===== src/rtl/cmos_cfg_if.sv =====
// Signal bundle between the CMOS config sequencer, its table ROM,
// the I2C write engine and the capture-path gate.
interface cmos_cfg_if #(
  parameter int AW = 8
);
  logic          start;
  logic [AW-1:0] lut_addr;
  logic [23:0]   lut_data;
  logic          i2c_req;
  logic [15:0]   i2c_reg_addr;
  logic [7:0]    i2c_wr_data;
  logic          i2c_done;
  logic          i2c_ack_err;
  logic          cfg_busy;
  logic          cfg_done;
  logic          cfg_err;

  // i2c_req is a one-cycle pulse; reg_addr/wr_data hold from that cycle until the
  // one-cycle i2c_done pulse, which alone qualifies i2c_ack_err. lut_data follows lut_addr by one cycle.
  modport master (
    input  start, lut_data, i2c_done, i2c_ack_err,
    output lut_addr, i2c_req, i2c_reg_addr, i2c_wr_data, cfg_busy, cfg_done, cfg_err
  );

  modport slave (
    output start, lut_data, i2c_done, i2c_ack_err,
    input  lut_addr, i2c_req, i2c_reg_addr, i2c_wr_data, cfg_busy, cfg_done, cfg_err
  );
endinterface


===== src/rtl/cmos_cfg_seq.sv =====
// CMOS sensor configuration sequencer: walks the register table, issues I2C
// writes with NACK retry, inserts power-up and table-coded delays.
module cmos_cfg_seq #(
  parameter int          LUT_SIZE  = 200,
  parameter int          AW        = 8,
  parameter int          PWRUP_CYC = 1000000,
  parameter int          DLY_UNIT  = 50000,
  parameter logic [15:0] DLY_MARK  = 16'hFFFF,
  parameter int          MAX_RETRY = 3,
  parameter int          RETRY_GAP = 5000
) (
  input  logic       clk,
  input  logic       rst_n,
  cmos_cfg_if.master bus,
  output logic [3:0] dbg_state_o
);

  localparam int PW_W = $clog2(PWRUP_CYC + 1);
  localparam int DL_W = 8 + $clog2(DLY_UNIT + 1);
  localparam int GP_W = $clog2(RETRY_GAP + 1);
  localparam int CW_A = (PW_W > DL_W) ? PW_W : DL_W;
  localparam int CW   = (CW_A > GP_W) ? CW_A : GP_W;
  localparam int RW_R = $clog2(MAX_RETRY + 1);
  localparam int RW   = (RW_R > 0) ? RW_R : 1;

  typedef enum logic [3:0] {
    ST_PWRUP  = 4'd0,
    ST_FETCH  = 4'd1,
    ST_DECODE = 4'd2,
    ST_ISSUE  = 4'd3,
    ST_WAIT   = 4'd4,
    ST_DELAY  = 4'd5,
    ST_GAP    = 4'd6,
    ST_NEXT   = 4'd7,
    ST_DONE   = 4'd8,
    ST_FAIL   = 4'd9
  } state_e;

  state_e        state_q, state_d;
  logic [AW-1:0] idx_q, idx_d;
  logic [CW-1:0] cnt_q, cnt_d;
  logic [RW-1:0] retry_q, retry_d;
  logic [15:0]   addr_q, addr_d;
  logic [7:0]    data_q, data_d;
  logic          req_q, req_d;
  logic          busy_q, busy_d;
  logic          done_q, done_d;
  logic          err_q, err_d;
  logic [AW-1:0] lut_addr_q, lut_addr_d;

  always_ff @(posedge clk) begin
    if (!rst_n) begin
      state_q    <= ST_PWRUP;
      idx_q      <= '0;
      cnt_q      <= '0;
      retry_q    <= '0;
      addr_q     <= '0;
      data_q     <= '0;
      req_q      <= 1'b0;
      busy_q     <= 1'b0;
      done_q     <= 1'b0;
      err_q      <= 1'b0;
      lut_addr_q <= '0;
    end else begin
      state_q    <= state_d;
      idx_q      <= idx_d;
      cnt_q      <= cnt_d;
      retry_q    <= retry_d;
      addr_q     <= addr_d;
      data_q     <= data_d;
      req_q      <= req_d;
      busy_q     <= busy_d;
      done_q     <= done_d;
      err_q      <= err_d;
      lut_addr_q <= lut_addr_d;
    end
  end

  // One shared counter serves power-up, delay and retry-gap timing; they never overlap.
  always_comb begin
    state_d = state_q;
    idx_d   = idx_q;
    cnt_d   = cnt_q;
    retry_d = retry_q;
    addr_d  = addr_q;
    data_d  = data_q;
    case (state_q)
      ST_PWRUP: begin
        if (cnt_q == CW'(PWRUP_CYC - 1)) begin
          cnt_d   = '0;
          idx_d   = '0;
          state_d = ST_FETCH;
        end else begin
          cnt_d = cnt_q + CW'(1);
        end
      end
      ST_FETCH: state_d = ST_DECODE;
      ST_DECODE: begin
        if (bus.lut_data[23:8] == DLY_MARK) begin
          if (bus.lut_data[7:0] == 8'd0) begin
            state_d = ST_NEXT;
          end else begin
            cnt_d   = CW'(bus.lut_data[7:0]) * CW'(DLY_UNIT);
            state_d = ST_DELAY;
          end
        end else begin
          addr_d  = bus.lut_data[23:8];
          data_d  = bus.lut_data[7:0];
          retry_d = '0;
          state_d = ST_ISSUE;
        end
      end
      ST_ISSUE: state_d = ST_WAIT;
      ST_WAIT: begin
        if (bus.i2c_done) begin
          if (!bus.i2c_ack_err) begin
            state_d = ST_NEXT;
          end else if (retry_q < RW'(MAX_RETRY)) begin
            retry_d = retry_q + RW'(1);
            cnt_d   = '0;
            state_d = ST_GAP;
          end else begin
            state_d = ST_FAIL;
          end
        end
      end
      ST_GAP: begin
        if (cnt_q == CW'(RETRY_GAP - 1)) begin
          cnt_d   = '0;
          state_d = ST_ISSUE;
        end else begin
          cnt_d = cnt_q + CW'(1);
        end
      end
      ST_DELAY: begin
        if (cnt_q <= CW'(1)) begin
          cnt_d   = '0;
          state_d = ST_NEXT;
        end else begin
          cnt_d = cnt_q - CW'(1);
        end
      end
      ST_NEXT: begin
        if (idx_q == AW'(LUT_SIZE - 1)) begin
          state_d = ST_DONE;
        end else begin
          idx_d   = idx_q + AW'(1);
          state_d = ST_FETCH;
        end
      end
      ST_DONE, ST_FAIL: begin
        if (bus.start) begin
          idx_d   = '0;
          cnt_d   = '0;
          state_d = ST_FETCH;
        end
      end
      default: state_d = ST_PWRUP;
    endcase
  end

  // Outputs are decoded from the next state so the registered copies line up with state_q.
  always_comb begin
    req_d      = (state_d == ST_ISSUE);
    busy_d     = (state_d != ST_DONE) && (state_d != ST_FAIL);
    done_d     = (state_d == ST_DONE);
    err_d      = (state_d == ST_FAIL);
    lut_addr_d = idx_d;
  end

  assign bus.lut_addr     = lut_addr_q;
  assign bus.i2c_req      = req_q;
  assign bus.i2c_reg_addr = addr_q;
  assign bus.i2c_wr_data  = data_q;
  assign bus.cfg_busy     = busy_q;
  assign bus.cfg_done     = done_q;
  assign bus.cfg_err      = err_q;
  assign dbg_state_o      = state_q;

endmodule


===== src/flat_wrapper.sv =====
// flat-port wrapper written by rule: the top's interface ports become plain ports
module cmos_cfg_seq_flat 
#(
  parameter int          LUT_SIZE  = 200,
  parameter int          AW        = 8,
  parameter int          PWRUP_CYC = 1000000,
  parameter int          DLY_UNIT  = 50000,
  parameter logic [15:0] DLY_MARK  = 16'hFFFF,
  parameter int          MAX_RETRY = 3,
  parameter int          RETRY_GAP = 5000
)
  (clk, rst_n, dbg_state_o, bus_start, bus_lut_data, bus_i2c_done, bus_i2c_ack_err, bus_lut_addr, bus_i2c_req, bus_i2c_reg_addr, bus_i2c_wr_data, bus_cfg_busy, bus_cfg_done, bus_cfg_err);
  cmos_cfg_if #(.AW(AW)) bus_i ();
  input  logic clk;
  input  logic rst_n;
  output logic [3:0] dbg_state_o;
  input wire logic [$bits(bus_i.start)-1:0] bus_start;
  input wire logic [$bits(bus_i.lut_data)-1:0] bus_lut_data;
  input wire logic [$bits(bus_i.i2c_done)-1:0] bus_i2c_done;
  input wire logic [$bits(bus_i.i2c_ack_err)-1:0] bus_i2c_ack_err;
  output wire logic [$bits(bus_i.lut_addr)-1:0] bus_lut_addr;
  output wire logic [$bits(bus_i.i2c_req)-1:0] bus_i2c_req;
  output wire logic [$bits(bus_i.i2c_reg_addr)-1:0] bus_i2c_reg_addr;
  output wire logic [$bits(bus_i.i2c_wr_data)-1:0] bus_i2c_wr_data;
  output wire logic [$bits(bus_i.cfg_busy)-1:0] bus_cfg_busy;
  output wire logic [$bits(bus_i.cfg_done)-1:0] bus_cfg_done;
  output wire logic [$bits(bus_i.cfg_err)-1:0] bus_cfg_err;
  assign bus_i.start = bus_start;
  assign bus_i.lut_data = bus_lut_data;
  assign bus_i.i2c_done = bus_i2c_done;
  assign bus_i.i2c_ack_err = bus_i2c_ack_err;
  assign bus_lut_addr = bus_i.lut_addr;
  assign bus_i2c_req = bus_i.i2c_req;
  assign bus_i2c_reg_addr = bus_i.i2c_reg_addr;
  assign bus_i2c_wr_data = bus_i.i2c_wr_data;
  assign bus_cfg_busy = bus_i.cfg_busy;
  assign bus_cfg_done = bus_i.cfg_done;
  assign bus_cfg_err = bus_i.cfg_err;
  cmos_cfg_seq #(.LUT_SIZE(LUT_SIZE), .AW(AW), .PWRUP_CYC(PWRUP_CYC), .DLY_UNIT(DLY_UNIT), .DLY_MARK(DLY_MARK), .MAX_RETRY(MAX_RETRY), .RETRY_GAP(RETRY_GAP)) u_core (.clk(clk), .rst_n(rst_n), .bus(bus_i), .dbg_state_o(dbg_state_o));
endmodule

===== config.mk =====
export PLATFORM = sky130hd
export DESIGN_NAME = cmos_cfg_seq_flat
export DESIGN_NICKNAME = d
export VERILOG_FILES = /design/src/rtl/cmos_cfg_if.sv /design/src/rtl/cmos_cfg_seq.sv /design/src/flat_wrapper.sv
export SDC_FILE = /design/constraint.sdc
export NUM_CORES = 1
export LEC_CHECK = 0
export ABC_AREA = 1
export BUFFER_PORTS_ARGS = -buffer_cell sky130_fd_sc_hd__buf_4
export CORE_ASPECT_RATIO = 1.4
export CORE_MARGIN = 2
export CORE_UTILIZATION = 35
export DETAILED_ROUTE_END_ITERATION = 10
export GPL_TIMING_DRIVEN = 0
export PLACE_DENSITY = 0.51
export SETUP_SLACK_MARGIN = 0.02
export SYNTH_ARGS = -nofsm -noshare
export SYNTH_HDL_FRONTEND = slang
export SYNTH_SLANG_ARGS = --single-unit

===== constraint.sdc =====
create_clock -name clk -period 5 [get_ports clk]
set_clock_uncertainty 0.2 [all_clocks]
set_input_delay 0.5 -clock clk [delete_from_list [all_inputs] [get_ports clk]]
set_output_delay 0.5 -clock clk [all_outputs]
set_load 0.01 [all_outputs]

## Word-level counts from Yosys, hierarchy flattened

Cells that the tools add are included.

- Add/subtract/negate cells: 4
- Multipliers: 1
- $lt $le $gt $ge: 2
- Equal/unequal tests: 27
- Multiplexer cells: 30
- Bitwise operators: 1
- Reductions and logical operators: 11

Operators by type and width:

| kind | number |
|---|---|
| $mux W24 | 9 |
| $pmux W24 S6 | 1 |
| $pmux W4 S9 | 1 |
| $mux W4 | 8 |
| $add A24 B1 Y24 const B | 1 |
| $eq A24 B13 Y1 const B | 1 |
| $eq A24 B20 Y1 const B | 1 |
| $le A24 B1 Y1 const B | 1 |
| $mux W8 | 3 |
| $pmux W8 S3 | 1 |
| $sub A24 B1 Y24 const B | 1 |
| $mul A8 B12 Y20 const B | 1 |
| $eq A16 B16 Y1 const B | 1 |
| $eq A4 B3 Y1 const B | 4 |
| $eq A4 B4 Y1 const B | 4 |
| $eq A4 B2 Y1 const B | 3 |
| $ne A2 B2 Y1 const B | 6 |
| $mux W2 | 5 |
| $add A8 B1 Y8 const B | 1 |
| $eq A8 B8 Y1 const B | 1 |
| $logic_not A8 Y1 | 1 |
| $ne A4 B4 Y1 const B | 2 |
| $reduce_and A7 Y1 | 1 |
| $ne A2 B1 Y1 const B | 3 |
| other kinds (15) | 15 |

- Bits in registers: 66
- Bits of input ports: 29
- Logic and storage cells: 86

## Logic depth before layout (Yosys ltp)

Gate-level depths: netlist (run 1).

- Depth in word-level cells: 7
- Gate-level depth with buffers: 20

## Worst setup path before layout (run 1)

OpenSTA, ideal clock, no wires.

- Path kind: input to register
- Start point: input bus_lut_data[2]
- End point: register u_core.cnt_q[13]
- Library setup time: 0.119 ns
- Arrival time: 3.356 ns
- Data required time: 4.681 ns
- Slack: 1.325 ns
- Stages on the path: 16
- Buffers on the path: 0
- Cell sequence: ha_1 -> ha_1 -> inv_1 -> fa_1 -> inv_1 -> fa_1 -> ha_1 -> nand2_1 -> nand3_1 -> nand2_1 -> nand2_1 -> or2_2 -> nand3_1 -> o21ai_1 -> nor2_1 -> a21oi_1

- Word-level cells in the longest chain between the ends: 4
- Elaborated cells on any way between the ends: 7

Ends and longest elaborated chain:

| element | RTL line | text |
|---|---|---|
| start, declared | flat_wrapper.sv:18 | `input wire logic [$bits(bus_i.lut_data)-1:0] bus_lut_data;` |
| $mul A8 B12 Y20 | cmos_cfg_seq.sv:103 | `cnt_d = CW'(bus.lut_data[7:0]) * CW'(DLY_UNIT);` |
| $mux W24 | cmos_cfg_seq.sv:100 | `if (bus.lut_data[7:0] == 8'd0) begin` |
| $mux W24 | cmos_cfg_seq.sv:99 | `if (bus.lut_data[23:8] == DLY_MARK) begin` |
| $pmux W24 S6 | cmos_cfg_seq.sv:87 | `case (state_q)` |
| end signal, assigned | cmos_cfg_seq.sv:67 | `cnt_q <= cnt_d;` |
| end, declared | cmos_cfg_seq.sv:41 | `logic [CW-1:0] cnt_q, cnt_d;` |

Several ways; a longest one is shown, not always the timed one. The select of a mux whose other input is x is not followed.
A chain may end at the register's enable or synchronous reset.

## Final worst setup path (run 1)

- Start point: input bus_lut_data[2]
- End point: register u_core.cnt_q[14]

The elaborated chain is that of the path after synthesis.

==> impl_metrics.json, run 1 <==
{
  "status": "completed",
  "nets": 1220,
  "met1Wirelength_um": 9090,
  "dieWidth_um": 120,
  "first_global_vias": 6617,
  "cts_buffers": 9,
  "cp_top_family": "adder cells",
  "crit_buf_inv": 3,
  "drt_iter0_markers": 396,
  "hpwl_um": 18100,
  "wire_per_inst_um": 16.6,
  "p_total_mw": 1.86,
  "synthFlopType": "dfxtp_1",
  "ys_seq_area_share_pct": 19.9,
  "holdWs_ns": 0.189,
  "finalWorstSetupSlack_ns": 1.18,
  "r2r-end": "u_core.cnt_q[17]",
  "worst_r2r_path_depth": 10,
  "topRoutingLayerUsed": "met4",
  "drc": 0,
  "placed_cell_area_sq_um": 7460,
  "drt-total-wl_um": 22600,
  "cts_buffer_depth": 2,
  "gp_congestion": 0.959,
  "dr_wl_met2_um": 12000,
  "place_ws_ns": 0.809,
  "final_cells": 1366,
  "nFillCells": 2044,
  "cp_slowest_stage_delay_ns": 0.49,
  "final_util_pct": 41.7,
  "r2r_start": "u_core.cnt_q[0]",
  "synth_cell_types": 49,
  "grt_overflow": 0,
  "rsz0062_at_grt": "false",
  "hold_violations": 0,
  "r2r_setup_slack_ns": 2.47,
  "crit_type": "in2reg",
  "die_h_um": 167,
  "async_reset_ff_share_pct": 0,
  "syn_inst": 1038,
  "crit_chain": "buf_4 > ha_1 > ha_1 > inv_1 > fa_1 > inv_1 > fa_1 > ha_1 > nand3_1 > nand3_1 > nand2_1 > nand2_1 > o21ai_0 > nand2_1 > nor2_1 > a21oi_1",
  "clk_latency_ns": 0.35,
  "leakage_nw": 3.93,
  "finalCriticalPeriod_ns": 3.82,
  "die_area_sq_um": 20100,
  "cts_resized": 0,
  "crit_required_ns": 5.03,
  "num_io_pins": 69,
  "grt_util_all_layers_pct": 22.6,
  "clock-sinks": 66,
  "cp.arrival_ns": 3.85,
  "cts_setup_buffers": 0,
  "synthesis.area_sq_um": 6640,
  "num_antenna_cells": 0,
  "place.port_buffers": 68,
  "slew_violations": 0,
  "drive_gt1_share_pct": 16.7,
  "synth.top_cell.area_share_pct": 19.9,
  "cts_tree": "yes",
  "met3WireLength_um": 751,
  "synth_edf_count": 0,
  "yosys-top-cells-area": "dfxtp_1 (20%), nand2_1 (13%), ha_1 (12%), nor2_1 (9.2%), nand3_1 (6.9%)",
  "cpMaxStageDelayCell": "fa_1",
  "antenna_left": 0,
  "cap_violations": 0,
  "cp.depth": 16,
  "dp.cells": 1350,
  "stdcell_area_sq_um": 7760,
  "std_cell_rows": 59,
  "cp_max_fo": 6,
  "grt_first_pass_wirelength_um": 35500,
  "antenna_found_initial": 0,
  "cts_root_buf": "clkbuf_16",
  "crit_path_start": "bus_lut_data[2]",
  "setup_violations": 0,
  "cp-endpoint": "u_core.cnt_q[14]",
  "synth_seq_cells": 66,
  "synth_top_cell_by_area": "dfxtp_1",
  "fin_tns_setup_ns": 0,
  "firstDrtPassIters": 5,
  "htreeDepth": 3,
  "synth_nets": 1141,
  "power.density_nw_per_um2": 240,
  "start_util_pct": 35.7,
  "vias": 6907,
  "hold_class": "in2reg",
  "core-area_sq_um": 18600,
  "ir_drop_v": 0.000126,
  "endpoint_kind": "flip-flop",
  "syn2layout_area_growth_pct": 16.8,
  "worst_slew_pin_slew_ns": 0.901,
  "viasPerCell": 5.06,
  "finalCritPeriodShare_pct": 76.4,
  "grt_max_degree": 14,
  "slew-limit-headroom_pct": 39.9,
  "fmax_mhz": 262,
  "cts.clk_slew.worst_paths_ns": 0.07,
  "start_kind": "primary input",
  "ys_warn_count": 0,
  "ctsHoldBuffers": 0,
  "syn_avg_cell_area_sq_um": 6.40
}
-- cells in the mapped netlist (2+ instances only) --
master,n
a211oi_1,2
a21oi_1,51
a31oi_1,6
and3_1,3
buf_2,13
buf_4,8
buf_6,6
clkbuf_1,6
clkinv_1,2
dfxtp_1,66
fa_1,12
ha_1,62
inv_1,106
inv_2,19
nand2_1,224
nand2_2,15
nand2_4,2
nand3_1,91
nand3_2,4
nand3b_1,8
nand4_1,22
nor2_1,162
nor2_2,11
nor2_4,12
nor3_1,10
nor3_2,4
o211ai_1,4
o21ai_0,48
o21ai_1,14
or2_2,4
xnor2_1,4
xor2_1,20
-- tightest hold or removal path, cell delays in order --
cell and delay [ns]:
buf_4 0.09, nor2_1 0.04, nor2_1 0.08
-- registers in the layout (all words and copies together) (netlist names) --
register and cells:
u_core.dbg_state_o 4, u_core.bus.i2c_req 1, u_core.bus.lut_addr 8, u_core.bus.i2c_wr_data 8, u_core.cnt_q 24, u_core.bus.cfg_busy 1, u_core.bus.i2c_reg_addr 16, u_core.bus.cfg_done 1
u_core.retry_q 2, u_core.bus.cfg_err 1
-- kinds of logic after synthesis --
group                      Yosys count  share of synthesized area [%]
buffers and inverters              160                           10.4
DFF                                 66                           19.9
adders and majority gates           74                           15.3
xor gates and xnor gates            24                           3.17
AOI/OAI and AO/OA                  136                           11.1
and+or+nand+nor                    578                           40.1
-- power by group --
group	total, mW	internal, mW	leakage, nW	switching [mW]
Combinational	0.640	0.237	3.25	0.403
Sequential	0.535	0.530	0.532	0.00513
Clock	0.686	0.392	0.146	0.295
-- layout make-up --
cell class	instances	area [sq um]	area share, %
clock buffer	9	225	2.90
timing repair buffer	68	510	6.58
inverter	127	477	6.14
sequential	66	1320	17.0
clock inverter	7	77.6	1.00
buffer	33	215	2.77
multi-input combinational	812	4630	59.6
tap	244	305	3.93
-- cells in the final DEF (no fill, tap or decap), types with 13 or more instances in the layout --
master and n:
nor2_1 162, o21ai_0 48, nand4_1 22, ha_1 62
buf_4 76, nand2_2 15, o21ai_1 14, inv_1 106
nand2_1 224, inv_2 19, dfxtp_1 66, xor2_1 20
nand3_1 91, buf_2 13, a21oi_1 51
-- per-layer routing --
metal,vias up,global-route usage (%)
met5,-,0
met1,3194,26.5
li1,3532,-
met3,37,1.92
met2,144,41.4
met4,0,9.61
-- worst min path at each step --
stage	depth (start not counted)	to	from	slack, ns
2_1_floorplan	2	u_core.retry_q[1]	u_core.retry_q[1]	0.25
3_3_place_gp	2	u_core.bus.i2c_reg_addr[6]	u_core.bus.i2c_reg_addr[6]	0.26
3_5_place_dp	2	u_core.retry_q[1]	u_core.retry_q[1]	0.26
4_1_cts	3	u_core.bus.i2c_reg_addr[0]	bus_lut_data[8]	0.19
5_1_grt	3	u_core.bus.i2c_reg_addr[0]	bus_lut_data[8]	0.19
6_report	3	u_core.bus.i2c_reg_addr[0]	bus_lut_data[8]	0.19
Power figures use the tool's default switching activity.
==> run 2: changes to the inputs <==
Settings changed: ABC_AREA 1 to 0, PLACE_DENSITY 0.51 to 0.54.
Clock period 5 ns to 3.4 ns, I/O delays scaled along.
==> impl_metrics.json, run 2 <==
{
  "syn2layout_area_growth_pct": 29.0,
  "finalCritPeriodShare_pct": 108,
  "fmax_mhz": 273,
  "synth_nets": 831,
  "violations": "negative setup slack",
  "dieWidth_um": 111,
  "antenna_found_initial": 0,
  "cts_buffer_depth": 2,
  "htreeDepth": 3,
  "swShare_pct": 33.8,
  "nFillCells": 1600,
  "clockPowerShare_pct": 31.9,
  "ir_drop_v": 0.000457,
  "power.density_nw_per_um2": 408,
  "cp.arrival_ns": 3.72,
  "wire_per_inst_um": 18.5,
  "grt_util_all_layers_pct": 22.1,
  "cts_buffers": 9,
  "place_ws_ns": -0.801,
  "firstDrtPassIters": 5,
  "p_total_mw": 2.97,
  "crit_path_start": "bus_lut_data[3]",
  "hold_violations": 0,
  "rsz0062_at_grt": "true",
  "die_h_um": 154,
  "setup_violations": 7,
  "synth_edf_count": 0,
  "leakage_nw": 2.90,
  "endpoint_kind": "flip-flop",
  "synth.top_cell.area_share_pct": 23.4,
  "finalWorstSetupSlack_ns": -0.268,
  "cap_violations": 0,
  "async_reset_ff_share_pct": 0,
  "ys_seq_area_share_pct": 23.4,
  "slew-limit-headroom_pct": 17.8,
  "cts_tree": "yes",
  "antenna_left": 0,
  "drt-total-wl_um": 19100,
  "clk_latency_ns": 0.35,
  "synthesis.area_sq_um": 5640,
  "synth_top_cell_by_area": "dfxtp_1",
  "grt_first_pass_wirelength_um": 30600,
  "drt_iter0_markers": 528,
  "num_io_pins": 69,
  "multi_input_area_sq_um": 4410,
  "status": "finished with violations",
  "pwr-share-seq_pct": 26.4,
  "yosys-top-cells-area": "dfxtp_1 (23%), ha_1 (14%), nand2_1 (6.3%), a21oi_1 (5.9%), fa_1 (4.3%)",
  "cts_root_buf": "clkbuf_16",
  "drc": 0,
  "std_cell_rows": 54,
  "met3WireLength_um": 1070,
  "start_kind": "primary input",
  "clock-sinks": 66,
  "dr_wl_met2_um": 9820,
  "start_util_pct": 36.0,
  "topRoutingLayerUsed": "met4",
  "seq_area_sq_um": 1320,
  "synth_seq_cells": 66,
  "crit_required_ns": 3.45,
  "num_antenna_cells": 0,
  "internal_power_mw": 1.96,
  "syn_avg_cell_area_sq_um": 7.75,
  "hold_class": "in2reg",
  "synth_cell_types": 70,
  "core-area_sq_um": 15700,
  "met1Wirelength_um": 7590,
  "die_area_sq_um": 17200,
  "cp_max_fo": 6,
  "r2r-end": "u_core.cnt_q[17]",
  "first_global_vias": 5981,
  "synth.most_common_cell": "nand2_1",
  "power.switching_mw": 1.00,
  "gp_congestion": 0.914,
  "place.port_buffers": 68,
  "stdcell_area_sq_um": 7280,
  "cp-endpoint": "u_core.cnt_q[18]",
  "r2r_setup_slack_ns": 0.20,
  "hpwl_um": 14400,
  "worst_slew_pin_slew_ns": 1.22,
  "cts.clk_slew.worst_paths_ns": 0.06,
  "nets": 933,
  "r2r_start": "u_core.cnt_q[8]",
  "worst_r2r_path_depth": 8,
  "slew_violations": 0,
  "finalCriticalPeriod_ns": 3.67,
  "grt_max_degree": 12,
  "largest_register_ffs": 24,
  "ctsHoldBuffers": 0,
  "vias": 6028,
  "placed_cell_area_sq_um": 6550,
  "final_common_cell": "nand2_1",
  "ys_warn_count": 0,
  "mostFrequentLayoutCells": "nand2_1 (92), buf_4 (86), dfxtp_1 (66)",
  "grt_overflow": 0,
  "combPwrFrac_pct": 41.7,
  "synthTopCellsByCount": "nand2_1 (94), a21oi_1 (66), dfxtp_1 (66), ha_1 (62), nor2_1 (51)",
  "viasPerCell": 5.85,
  "drive_gt1_share_pct": 22.9,
  "synthFlopType": "dfxtp_1",
  "regMostFlops": "u_core.cnt_q",
  "syn_inst": 728,
  "holdWs_ns": 0.0456,
  "crit_type": "in2reg"
}
run 2: cell types whose count changed in the layout (fill, tap and decap cells not counted), moves of 12 or more:
cell / before / now
inv_1: 106 / 21
xnor2_1: 4 / 18
nand3_1: 91 / 29
nor2_4: 12 / 0
nand2_2: 15 / 2
o21ai_1: 14 / 2
clkbuf_1: 6 / 32
ha_1: 62 / 46
ha_4: 0 / 15
nor4_1: 0 / 16
nand2_1: 224 / 92
nor2_1: 162 / 51
o21ai_0: 48 / 36
inv_2: 19 / 4
run 2: final cells by class:
cell class	instances	share of cell area [%]
Buffer	44	2.63
Clock buffer	10	3.28
Clock inverter	5	0.757
Inverter	25	1.29
Multi-Input combinational cell	593	60.6
Sequential cell	66	18.2
Tap cell	196	3.37
Timing Repair Buffer	91	9.89
run 2: logic make-up (layout without fill, tap and decap cells):
kind of cell,count (synthesis),count (layout),share of synthesized area [%]
AND/OR/NAND/NOR,287,287,25.5
XOR/XNOR,34,34,5.28
buffers and inverters,69,175,5.06
flip-flops,66,66,23.4
AO/OA/AOI/OAI,198,198,22.7
adder cells (fa/ha/maj),74,74,18.0
run 2: repair_timing:
action	CTS	global route
resized for setup	28	20
setup endpoints to repair	8	21
pin swaps	29	28
buffers inserted	14	8
run 2: per-stage QoR:
stage	utilization (%)	setup TNS, ns	instances
after global placement	41.7	-5.06	992
after CTS	45.3	-0.634	1022
after detailed placement	41.8	-5.44	993
after floorplan	-	-0.760	728
after global routing	46.4	-2.20	1030
final	46.4	-1.17	1030
run 2: how the worst min path moves through the flow:
stage,startpoint,slack (ns),endpoint,depth (start not counted)
2_1_floorplan,u_core.retry_q[1],0.25,u_core.retry_q[1],2
3_3_place_gp,u_core.bus.i2c_reg_addr[0],0.25,u_core.bus.i2c_reg_addr[0],2
3_5_place_dp,u_core.bus.i2c_reg_addr[0],0.25,u_core.bus.i2c_reg_addr[0],2
4_1_cts,bus_lut_data[19],0.04,u_core.bus.i2c_reg_addr[11],3
5_1_grt,bus_lut_data[20],0.06,u_core.bus.i2c_reg_addr[12],3
6_report,bus_lut_data[8],0.05,u_core.bus.i2c_reg_addr[0],3
run 2: routing by layer:
| layer | vias up | track usage, % |
|---|---|---|
| met5 | - | 0 |
| met4 | 0 | 9.76 |
| met3 | 47 | 3.61 |
| met2 | 213 | 39.9 |
| met1 | 2885 | 25.6 |
| li1 | 2883 | - |
run 2: worst max-delay path, stage by stage:
cell and delay [ns]:
buf_12 0.11, ha_4 0.24, fa_1 0.56, fa_1 0.46, ha_4 0.27, ha_4 0.29, o21ai_4 0.06, o21a_1 0.20
or3_4 0.40, nand2_2 0.07, a21oi_2 0.05, or3_4 0.35, a311oi_2 0.29
run 2: power groups by stage:
stage               Sequential (mW)  Combinational, mW  Clock (mW)
detailed placement            0.800              0.912           0
floorplan                     0.798              0.692           0
finish                        0.784               1.24       0.948
global placement              0.800              0.909           0
global route                  0.784               1.36       0.995
CTS                           0.783               1.08       0.965
